[src/rtl/csa_serial_accumulator.sv]
// Streaming multi-operand adder: operands are folded into a carry-save pair one
// per handshake, then the redundant pair is carry-resolved into a binary result.
module csa_serial_accumulator #(
   parameter int unsigned WIDTH     = 16,
   parameter int unsigned NUM_OPS   = 9,
   parameter int unsigned OUT_WIDTH = 21
) (
   input  logic                 clk,
   input  logic                 rst_n,
   input  logic                 in_valid,
   output logic                 in_ready,
   input  logic [WIDTH-1:0]     in_data,
   output logic                 out_valid,
   input  logic                 out_ready,
   output logic [OUT_WIDTH-1:0] out_sum,
   output logic                 busy
);

   localparam int unsigned CNT_W = $clog2(NUM_OPS + 1);
   localparam logic [CNT_W-1:0] LAST_OP = CNT_W'(NUM_OPS - 1);

   typedef enum logic [1:0] {
      ST_ACCUM   = 2'd0,
      ST_RESOLVE = 2'd1,
      ST_DONE    = 2'd2
   } state_t;

   state_t                r_state, w_state_nxt;
   logic [OUT_WIDTH-1:0]  r_s, w_s_nxt;
   logic [OUT_WIDTH-1:0]  r_c, w_c_nxt;
   logic [CNT_W-1:0]      r_cnt, w_cnt_nxt;
   logic                  r_out_valid, w_out_valid_nxt;
   logic [OUT_WIDTH-1:0]  r_out_sum, w_out_sum_nxt;
   logic                  r_in_ready, w_in_ready_nxt;
   logic                  r_busy, w_busy_nxt;

   logic [OUT_WIDTH-1:0]  w_x;
   logic [OUT_WIDTH-1:0]  w_maj;
   logic [OUT_WIDTH-1:0]  w_gen;

   assign w_x   = OUT_WIDTH'(in_data);
   assign w_maj = (r_s & r_c) | (r_s & w_x) | (r_c & w_x);
   assign w_gen = r_s & r_c;

   // State and datapath registers
   always_ff @(posedge clk or negedge rst_n) begin
      if (!rst_n) begin
         r_state     <= ST_ACCUM;
         r_s         <= '0;
         r_c         <= '0;
         r_cnt       <= '0;
         r_out_valid <= 1'b0;
         r_out_sum   <= '0;
         r_in_ready  <= 1'b1;
         r_busy      <= 1'b0;
      end else begin
         r_state     <= w_state_nxt;
         r_s         <= w_s_nxt;
         r_c         <= w_c_nxt;
         r_cnt       <= w_cnt_nxt;
         r_out_valid <= w_out_valid_nxt;
         r_out_sum   <= w_out_sum_nxt;
         r_in_ready  <= w_in_ready_nxt;
         r_busy      <= w_busy_nxt;
      end
   end

   // Next-state and datapath update
   always_comb begin
      w_state_nxt     = r_state;
      w_s_nxt         = r_s;
      w_c_nxt         = r_c;
      w_cnt_nxt       = r_cnt;
      w_out_valid_nxt = r_out_valid;
      w_out_sum_nxt   = r_out_sum;

      unique case (r_state)
         ST_ACCUM: begin
            if (in_valid) begin
               // One 3:2 compressor layer per accepted operand
               w_s_nxt = r_s ^ r_c ^ w_x;
               w_c_nxt = {w_maj[OUT_WIDTH-2:0], 1'b0};
               if (r_cnt == LAST_OP) begin
                  w_cnt_nxt   = '0;
                  w_state_nxt = ST_RESOLVE;
               end else begin
                  w_cnt_nxt = r_cnt + CNT_W'(1);
               end
            end
         end
         ST_RESOLVE: begin
            if (r_c == '0) begin
               w_out_sum_nxt   = r_s;
               w_out_valid_nxt = 1'b1;
               w_state_nxt     = ST_DONE;
            end else begin
               w_s_nxt = r_s ^ r_c;
               w_c_nxt = {w_gen[OUT_WIDTH-2:0], 1'b0};
            end
         end
         ST_DONE: begin
            if (out_ready) begin
               w_out_valid_nxt = 1'b0;
               w_s_nxt         = '0;
               w_c_nxt         = '0;
               w_state_nxt     = ST_ACCUM;
            end
         end
         default: begin
            w_state_nxt = ST_ACCUM;
         end
      endcase

      // Handshake flags are registered from the upcoming state
      w_in_ready_nxt = (w_state_nxt == ST_ACCUM);
      w_busy_nxt     = (w_state_nxt != ST_ACCUM);
   end

   assign in_ready  = r_in_ready;
   assign busy      = r_busy;
   assign out_valid = r_out_valid;
   assign out_sum   = r_out_sum;

endmodule

[config.mk]
export PLATFORM = sky130hd
export DESIGN_NAME = csa_serial_accumulator
export DESIGN_NICKNAME = d
export VERILOG_FILES = /design/src/rtl/csa_serial_accumulator.sv
export SDC_FILE = /design/constraint.sdc
export NUM_CORES = 1
export LEC_CHECK = 0
export ABC_AREA = 0
export ABC_CLOCK_PERIOD_IN_PS = 2300
export CAP_MARGIN = 25
export CORE_MARGIN = 2
export CORE_UTILIZATION = 45
export DETAILED_ROUTE_END_ITERATION = 8
export PLACE_DENSITY = 0.68
export SYNTH_ARGS = -nofsm -noshare
export SYNTH_HDL_FRONTEND = slang
export SYNTH_SLANG_ARGS = --single-unit
[constraint.sdc]
create_clock -name clk -period 2.3 [get_ports clk]
set_input_delay 0.46 -clock clk [delete_from_list [all_inputs] [get_ports clk]]
set_output_delay 0.46 -clock clk [all_outputs]
set_load 0.01 [all_outputs]
==> flow_summary.toml <==
[status]
status = "finished, final reports clean"

[power_and_ir_drop]
ir_worst_vdd_v = 0.000487
p_per_area_nw_per_um2 = 1150
p_leak_uw = 0.00212
finalPower_uw = 5350

[cts]
cts_tree = "built"
ctsResizeCount = 0
h-tree-depth = 3
cts.sinks = 71
cts_inserted_buffers = 9
root_buffer = "clkbuf_8"
path_clk_slew_ps = 80
cts_hold_buf = 0
clock_latency_ps = 360
post_cts_buffers = 0
cts_max_path_buffers = 2

[floorplanning]
core_um2 = 8300
io_pins = 44
die_x_um = 97.1
die_y_um = 97.1
rows = 33
die_area_um2 = 9430
start_util_pct = 47.0

[layout]
fin_area_um2 = 4670
area_delta_synth_final_pct = 19.7
antenna_cells = 0
drive_gt1_share_pct = 11.4
finalNetCount = 461
fill_cells = 697
layoutNonFillerInstCount = 509

[worst_setup_path]
cpMaxStageDelayCell = "or3_1"
r2r_cells = 7
worstSetupEndpointType = "register"
path_max_fanout = 12
worstPathRequired_ps = 2520
startpoint_type = "register"
critical_path_class = "reg -> reg"
arrival_ps = 2350
crit_path_cell_trace = "inv_1 -> ha_1 -> nor2b_4 -> or3_1 -> buf_4 -> a221oi_1 -> a2bb2oi_1"
max_stage_delay_ps = 480

[timing]
slew_violations = 0
hold_viol = 0
finClkSkew_ps = 14.2
slew_headroom_pct = 66.5
period_minus_slack_ps = 2140
setup_ws_ps = 162
setup_viol = 0
post-route-period-util_pct = 93.0
tightestPinTransition_ps = 498
rsz0062_at_grt = "false"
max_freq_mhz = 468
fin_tns_setup_ps = 0

[route]
drt_wl_total_um = 8650
dr.first_iter.drc_count = 117
post_drt_wl_per_cell_um = 17.0
final_antenna_net_count = 0
vias_per_cell = 5.76
dr.pass1.iters = 4
vias = 2932
drc = 0

[synth]
synth_edf_count = 0
yosysMostFrequentCell = "nand2_1"
synthArstFlopShare_pct = 100
synth_cells = 349
ys_types = 40
synth_seq_cells = 71
ys_seq_area_share_pct = 45.6
synth.area.top_cells = "dfrtp_1, ha_1, fa_1, nand2_1, a221oi_1"
syn_area_um2 = 3900
yosys_warnings = 0
avgSynthCellArea_um2 = 11.2
synth_top_area_share_pct = 44.9
synth_common_cells = "nand2_1, dfrtp_1, a221oi_1"
syn_nets = 411
synth_top_flop_cell = "dfrtp_1"
synth_top_area_cell = "dfrtp_1"

[min_path]
min_path_type = "in -> async"

[grt]
antenna_found_initial = 0
grt-ovfl-total = 0
grt_max_degree = 42
grt_usage_pct = 20.0
grt_pass1_vias = 3115
grt_pass1_wl_um = 15300

[place]
dp_slack_ps = -38.5
place_hpwl_um = 5810
post_dp_cell_area_um2 = 4440
gp_congestion = 0.899
numPortBuffers = 43
numPlacedInstances = 493

[flow_run]
max-cap-violations = 0
==> final cells by class <==
type	instances	area, µm²	area share, %
clock inverters	6	92.6	1.98
clock buffers	10	138	2.95
inverters	10	37.5	0.804
flip-flops and latches	71	1780	38.1
repair buffers	62	581	12.4
multi-input cells	245	1910	40.9
well taps	105	131	2.81
==> logic make-up after synthesis <==
| family | after synthesis | share of synthesized area (%) |
|---|---|---|
| simple gates | 111 | 13.1 |
| compound gates | 91 | 19.1 |
| fa+ha+maj | 42 | 16.4 |
| flops | 71 | 45.6 |
| mux | 1 | 0.289 |
| buf+inv | 33 | 5.52 |
==> path summary, 6_finish.rpt <==
kind                            slack, ps  startpoint          to
worst min register to register        470  out_sum[5]  out_sum[5]
worst min-delay path                   60       rst_n  out_sum[5]
worst max register to register        160  r_state[0]      r_c[7]
worst max-delay path                  160  r_state[0]      r_c[7]
max in group asynchronous            1620       rst_n     r_c[12]
min in group clk                      470  out_sum[5]  out_sum[5]
==> flip-flops by register name, indices dropped and copies added, names as in the netlist <==
name and cells:
out_valid 1, r_c 20, r_s 21, out_sum 21
r_cnt 4, in_ready 1, r_state 2, busy 1
==> routing by layer <==
layer / share of wire, % / track usage [%]
met5: 0 / 0
met3: 4.2 / 4.96
met2: 48 / 30.4
met4: 2.0 / 8.02
met1: 46 / 27.6
==> through the flow <==
step           hold slack, ps  util [%]
6_report                 60.8      56.3
3_5_place_dp              456      53.5
3_3_place_gp              448      53.5
4_1_cts                  71.0      56.3
2_1_floorplan             164         -
5_1_grt                   101      56.3
==> report_power, final <==
| group | internal [µW] | switching (µW) | leakage (µW) |
|---|---|---|---|
| clock network | 645 | 508 | 0.000109 |
| logic | 1110 | 954 | 0.00112 |
| registers | 1650 | 490 | 0.000889 |
| total | 3400 | 1950 | 0.00212 |
==> worst max-delay path, delay by kind of cell (launching register included) <==
| kind | cells | cell delay (ps) |
|---|---|---|
| simple gates | 2 | 630 |
| flops | 1 | 400 |
| compound gates | 2 | 400 |
| buf+inv | 2 | 330 |
| fa+ha+maj | 1 | 240 |
==> cell usage in the layout, fill, tap and decap left out, types with 2 or more instances in the layout <==
master | Yosys | layout
a221oi_1 | 30 | 30
clkinvlp_4 | 0 | 2
clkdlybuf4s50_1 | 0 | 42
and3_1 | 2 | 2
nand3_1 | 6 | 5
a22o_1 | 3 | 3
nor3_1 | 2 | 2
nor4_1 | 5 | 5
clkbuf_8 | 0 | 10
fa_1 | 15 | 15
ha_1 | 27 | 27
dfrtp_1 | 70 | 70
o31ai_1 | 2 | 2
a21o_1 | 3 | 3
bufinv_16 | 0 | 2
a21oi_1 | 2 | 2
nor3b_1 | 2 | 2
nand4_1 | 4 | 4
o211ai_1 | 2 | 2
o21ai_0 | 10 | 10
nand2_1 | 79 | 79
a2bb2oi_1 | 29 | 29
a22oi_1 | 4 | 4
inv_1 | 10 | 10
nor3_2 | 2 | 2
nor2_1 | 3 | 3
buf_4 | 4 | 18
No activity file was read; power rests on OpenSTA's default activity.
